$ cat src/rtl/pipe_ctrl.sv
// Pipeline control unit: run/halt/fault sequencing, hazard controls
// (load-use stall, RET bubble, branch mispredict squash, exception
// freezing) and saturating performance counters.
module pipe_ctrl #(
    parameter int          CNT_W       = 32,
    parameter logic [3:0]  ICODE_HALT  = 4'd0,
    parameter logic [3:0]  ICODE_NOP   = 4'd1,
    parameter logic [3:0]  ICODE_MRMOVQ= 4'd5,
    parameter logic [3:0]  ICODE_OPQ   = 4'd6,
    parameter logic [3:0]  ICODE_JXX   = 4'd7,
    parameter logic [3:0]  ICODE_CALL  = 4'd8,
    parameter logic [3:0]  ICODE_RET   = 4'd9,
    parameter logic [3:0]  ICODE_POPQ  = 4'd11,
    parameter logic [3:0]  STAT_AOK    = 4'd1,
    parameter logic [3:0]  STAT_HLT    = 4'd2,
    parameter logic [3:0]  STAT_ADR    = 4'd3,
    parameter logic [3:0]  STAT_INS    = 4'd4,
    parameter logic [3:0]  RNONE       = 4'd15
) (
    input  logic             clk,
    input  logic             rst_n,
    input  logic             start,
    input  logic [3:0]       D_icode,
    input  logic [3:0]       E_icode,
    input  logic [3:0]       M_icode,
    input  logic [3:0]       W_icode,
    input  logic [3:0]       d_srcA,
    input  logic [3:0]       d_srcB,
    input  logic [3:0]       E_dstM,
    input  logic             e_Cnd,
    input  logic [3:0]       m_stat,
    input  logic [3:0]       W_stat,
    output logic             F_stall,
    output logic             D_stall,
    output logic             D_bubble,
    output logic             E_bubble,
    output logic             M_bubble,
    output logic             W_stall,
    output logic             set_cc,
    output logic [3:0]       cpu_stat,
    output logic             done,
    output logic [CNT_W-1:0] cyc_cnt,
    output logic [CNT_W-1:0] ret_cnt,
    output logic [CNT_W-1:0] stall_cnt,
    output logic [CNT_W-1:0] misp_cnt
);

    typedef enum logic [1:0] {
        IDLE  = 2'd0,
        RUN   = 2'd1,
        HALT  = 2'd2,
        FAULT = 2'd3
    } state_t;

    localparam logic [CNT_W-1:0] CNT_ONE = CNT_W'(1);
    localparam logic [CNT_W-1:0] CNT_MAX = '1;

    state_t           r_state;
    state_t           w_nextState;
    logic [3:0]       r_faultStat;
    logic [CNT_W-1:0] r_cycCnt;
    logic [CNT_W-1:0] r_retCnt;
    logic [CNT_W-1:0] r_stallCnt;
    logic [CNT_W-1:0] r_mispCnt;

    logic w_run;
    logic w_loadUse;
    logic w_retPending;
    logic w_mispredict;
    logic w_excM;
    logic w_excW;
    logic w_retire;
    logic w_callSeen;

    function automatic logic isExc(input logic [3:0] s);
        return (s == STAT_HLT) || (s == STAT_ADR) || (s == STAT_INS);
    endfunction

    // Hazard detection terms, all from current-cycle stage contents
    always_comb begin
        w_run        = (r_state == RUN);
        w_loadUse    = ((E_icode == ICODE_MRMOVQ) || (E_icode == ICODE_POPQ)) &&
                       (E_dstM != RNONE) &&
                       ((E_dstM == d_srcA) || (E_dstM == d_srcB));
        w_retPending = (D_icode == ICODE_RET) || (E_icode == ICODE_RET) ||
                       (M_icode == ICODE_RET);
        w_mispredict = (E_icode == ICODE_JXX) && !e_Cnd;
        w_excM       = isExc(m_stat);
        w_excW       = isExc(W_stat);
        w_retire     = (W_stat == STAT_AOK) && (W_icode != ICODE_NOP) &&
                       (W_icode != ICODE_HALT);
        // CALL needs no special handling; it retires like any other instruction
        w_callSeen   = (W_icode == ICODE_CALL);
    end

    // State register; the W status is captured when entering FAULT
    always_ff @(posedge clk or negedge rst_n) begin
        if (!rst_n) begin
            r_state     <= IDLE;
            r_faultStat <= STAT_AOK;
        end else begin
            r_state <= w_nextState;
            if (w_run && (w_nextState == FAULT)) begin
                r_faultStat <= W_stat;
            end
        end
    end

    // Next-state logic: HALT and FAULT are terminal until reset
    always_comb begin
        w_nextState = r_state;
        case (r_state)
            IDLE:    if (start) w_nextState = RUN;
            RUN: begin
                if (W_stat == STAT_HLT) begin
                    w_nextState = HALT;
                end else if ((W_stat == STAT_ADR) || (W_stat == STAT_INS)) begin
                    w_nextState = FAULT;
                end
            end
            default: w_nextState = r_state;
        endcase
    end

    // Pipeline-register controls; outside RUN everything is frozen
    always_comb begin
        F_stall  = 1'b1;
        D_stall  = 1'b1;
        D_bubble = 1'b0;
        E_bubble = 1'b0;
        M_bubble = 1'b0;
        W_stall  = 1'b1;
        set_cc   = 1'b0;
        if (w_run) begin
            F_stall  = w_loadUse || w_retPending;
            D_stall  = w_loadUse;
            D_bubble = w_mispredict || (w_retPending && !w_loadUse);
            E_bubble = w_mispredict || w_loadUse;
            M_bubble = w_excM || w_excW;
            W_stall  = w_excW;
            set_cc   = (E_icode == ICODE_OPQ) && !w_excM && !w_excW;
        end
    end

    // Architectural status and completion flag
    always_comb begin
        cpu_stat = STAT_AOK;
        done     = 1'b0;
        case (r_state)
            HALT: begin
                cpu_stat = STAT_HLT;
                done     = 1'b1;
            end
            FAULT: begin
                cpu_stat = r_faultStat;
                done     = 1'b1;
            end
            default: begin
                cpu_stat = STAT_AOK;
                done     = 1'b0;
            end
        endcase
    end

    // Saturating performance counters, only advancing while in RUN
    always_ff @(posedge clk or negedge rst_n) begin
        if (!rst_n) begin
            r_cycCnt   <= '0;
            r_retCnt   <= '0;
            r_stallCnt <= '0;
            r_mispCnt  <= '0;
        end else if (w_run) begin
            if (r_cycCnt != CNT_MAX) r_cycCnt <= r_cycCnt + CNT_ONE;
            if (w_retire && (r_retCnt != CNT_MAX)) r_retCnt <= r_retCnt + CNT_ONE;
            if (w_loadUse && (r_stallCnt != CNT_MAX)) r_stallCnt <= r_stallCnt + CNT_ONE;
            if (w_mispredict && (r_mispCnt != CNT_MAX)) r_mispCnt <= r_mispCnt + CNT_ONE;
        end
    end

    assign cyc_cnt   = r_cycCnt;
    assign ret_cnt   = r_retCnt;
    assign stall_cnt = r_stallCnt;
    assign misp_cnt  = r_mispCnt;

    logic w_unused;
    assign w_unused = w_callSeen;

endmodule

$ cat config.mk
export PLATFORM = sky130hd
export DESIGN_NAME = pipe_ctrl
export DESIGN_NICKNAME = d
export VERILOG_FILES = /design/src/rtl/pipe_ctrl.sv
export SDC_FILE = /design/constraint.sdc
export NUM_CORES = 1
export LEC_CHECK = 0
export BUFFER_PORTS_ARGS = -buffer_cell sky130_fd_sc_hd__buf_2
export CAP_MARGIN = 15
export CORE_MARGIN = 2
export CORE_UTILIZATION = 45
export CTS_CLUSTER_DIAMETER = 120
export DETAILED_ROUTE_END_ITERATION = 8
export MAX_ROUTING_LAYER = met4
export PLACE_DENSITY = 0.76
export SLEW_MARGIN = 15
export SYNTH_ARGS = -nofsm -noshare
export SYNTH_HDL_FRONTEND = slang
export SYNTH_SLANG_ARGS = --single-unit
$ cat constraint.sdc
create_clock -name clk -period 2.29 [get_ports clk]
set_clock_uncertainty 0.2 [all_clocks]
set_input_delay 0.229 -clock clk [delete_from_list [all_inputs] [get_ports clk]]
set_output_delay 0.229 -clock clk [all_outputs]
set_load 0.02 [all_outputs]
==> flow_summary.ini <==
[timing]
rsz0062_at_grt = yes
period_minus_slack_ns = 2.27
worst_slew_pin_slew_ns = 0.564
slew_headroom_pct = 62.2
finalHoldViolCount = 0
finalCritPeriodShare_pct = 99.2
fmax_mhz = 440
drv_slew = 0
finalSetupViolations = 0

[worst_setup_path]
startpoint_type = flip-flop
reg2reg_to = stall_cnt[23]
crit_required_ns = 1.86
critPathCaptureType = output pin
critPathMaxStageDelay_ns = 0.37
worst-path-max-fanout = 10
r2r-start = r_state[1]
path_cells = nand2b_4, buf_6, buf_4, a211oi_2, buf_4, or2_2, buf_2
critPathMostFrequentCell = buf_4
critical_path_class = flip-flop to output pin
path_delay_family = buffers and inverters
cp_data_arrival_time_ns = 1.84
rrSetupSlack_ns = 0.04
crit_buf_inv = 4
rr_worst_depth = 6
slowest_stage = dfrtp_1

[grt]
antenna_found_initial = 0
grt_max_degree = 48
grtUsageTotal_pct = 23.5
grt_pass1_wl_um = 29600
overflow = 0
grt_pass1_vias = 6046

[synthesis]
synth_top_area_cell = dfrtp_1
synthTopCellsByArea = dfrtp_1 (48%), xnor2_1 (11%), nand4_1 (5.2%)
ys_warn_count = 0
synth_ff_type = dfrtp_1
syn_inst = 673
synth_edf_count = 0
synth.distinct_cells = 51
yosysMostFrequentCell = dfrtp_1
synth_top_area_share_pct = 48.5
synth_nets = 717
syn_area_um2 = 6870
yosysSeqAreaShare_pct = 48.9
synth-async-reset-ratio_pct = 100
avgSynthCellArea_um2 = 10.2
synth_seq_cells = 134
synth_common_cells = dfrtp_1 (133), xnor2_1 (86), nand4_1 (57), nand2_1 (54), nand3_1 (50)

[detailed_routing]
ant_nets = 0
viasPerCell = 5.41
routedWlPerCell_um = 15.7
drc = 0
drt_wl_total_um = 18400
via_count = 6334
drt-pass1-iter-count = 5
drt_iter0_drc = 332

[cells_and_area]
final_nets = 1014
area_growth_pct = 40.9
diodes = 0
finish.utilization_pct = 64.3
layout-drive-gt1-share_pct = 41.7
layoutNonFillerInstCount = 1171

[power_and_ir_drop]
power_mw = 5.26
netSwitchingPower_mw = 1.13
combinationalPowerShare_pct = 3.1
clockPowerShare_pct = 51.7
power_frac_seq_pct = 45.2
internal_power_mw = 4.12
ir_worst_vdd_v = 0.000468
p_sw_share_pct = 21.6
power_density_nw_per_um2 = 544
leakage_nw = 4.77

[clock_network]
clk_path_buf_depth = 2
clock_latency_ns = 0.42
clockRootBuffer = clkbuf_16
cts.sinks = 134
cts_max_level = 4
numCtsBuffers = 17
cts_tree = done
cts.reportedPaths.clkPinSlew_ns = 0.05

[flow_run]
drv_cap = 0

[place]
gp_congestion = 0.856
io_buffers = 178
dp_hpwl_um = 13300
dp_cells = 1126

[floorplan]
io_pins = 180
rows = 45
fp.dieH_um = 128
die_width_um = 128
start_util_pct = 45.7
dieArea_um2 = 16300
core_um2 = 15000

[run_status]
status = completed

[worst_hold_path]
hold-path-endpoint = r_state[1]
holdPathStages = 4
hp-start = W_stat[3]
hold_class = input pin to flip-flop
==> how the worst max path moves through the flow <==
stage                               end  slack [ns]   startpoint  cells after the start
after floorplan              ret_cnt[1]       -0.11  ret_cnt[24]                      6
after global placement    stall_cnt[23]       -0.04   r_state[1]                      5
after detailed placement  stall_cnt[23]       -0.11   r_state[1]                      5
after CTS                    ret_cnt[1]      0.0009  ret_cnt[22]                      5
after global routing             set_cc       -0.05   r_state[1]                      6
final                          E_bubble        0.02   r_state[1]                      7
==> logic make-up after synthesis <==
group / after synthesis / share of synthesized area [%]
adders and majority gates: 4 / 0.729
buffers and inverters: 34 / 1.97
xor gates and xnor gates: 124 / 15.8
DFF: 134 / 48.9
muxes: 13 / 2.08
AOI/OAI and AO/OA: 26 / 2.86
and+or+nand+nor: 338 / 27.7
==> worst min-delay path: stages <==
cell and delay, ns:
buf_2 0.14, nor2_2 0.08, nand2_1 0.07, nand2_1 0.06
==> flip-flops by register name (all words and copies together), names as in the netlist <==
signal / cells
cyc_cnt: 32
misp_cnt: 32
ret_cnt: 32
stall_cnt: 32
r_faultStat: 4
r_state: 2
==> layout make-up <==
type | count | area, um2
Inverter | 22 | 82.6
Clock inverter | 12 | 126
Sequential cell | 134 | 3390
Multi-Input combinational cell | 505 | 3580
Fill cell | 1214 | 5360
Tap cell | 188 | 235
Timing Repair Buffer | 290 | 1790
Clock buffer | 20 | 467
==> layer usage <==
metal	GRT usage (%)	part of all wire, %	up-vias	wire (um)
li1	-	-	3001	-
met1	30.6	44	3091	8150
met2	38.0	49	221	9030
met3	4.40	5.7	21	1040
met4	6.08	1.1	0	211
met5	-	0	-	0
==> power by group through the flow <==
stage          combinational, mW  clock, mW  sequential (mW)
2_1_floorplan             0.0361          0             2.42
3_3_place_gp               0.153          0             2.42
3_5_place_dp               0.158          0             2.42
4_1_cts                    0.164       2.77             2.38
5_1_grt                    0.181       2.87             2.38
6_report                   0.161       2.72             2.38
==> per-stage QoR <==
stage | instance area [um2] | setup WS [ns] | hold slack, ns | TNS [ns]
5_1_grt | 9670 | -0.0515 | 0.0417 | -0.236
2_1_floorplan | 6930 | -0.108 | -0.267 | -0.108
3_5_place_dp | 8770 | -0.110 | 0.000768 | -0.163
3_3_place_gp | 8770 | -0.0395 | -0.00346 | -0.0454
4_1_cts | 9490 | 0.000872 | 0.0186 | 0
6_report | 9670 | 0.0186 | 0.00241 | 0
==> placed cells by master (no fill, tap or decap), drive strengths merged, types with 26 or more instances in the layout <==
cell type,count
and3,26
buf,286
dfrtp,133
nand2,55
nand3,50
nand4,57
nor2,48
nor3,32
xnor2,86
xor2,38
==> what timing repair did <==
| action | CTS | global route |
|---|---|---|
| setup buffers | 3 | 6 |
| hold buffers | 4 | 0 |
| endpoints found under the setup margin | 8 | 47 |
| endpoints found under the hold margin | 136 | 0 |
| resized for setup | 13 | 28 |
| pin swaps | 1 | 8 |
Note: power is estimated with default switching activity, not from simulation.
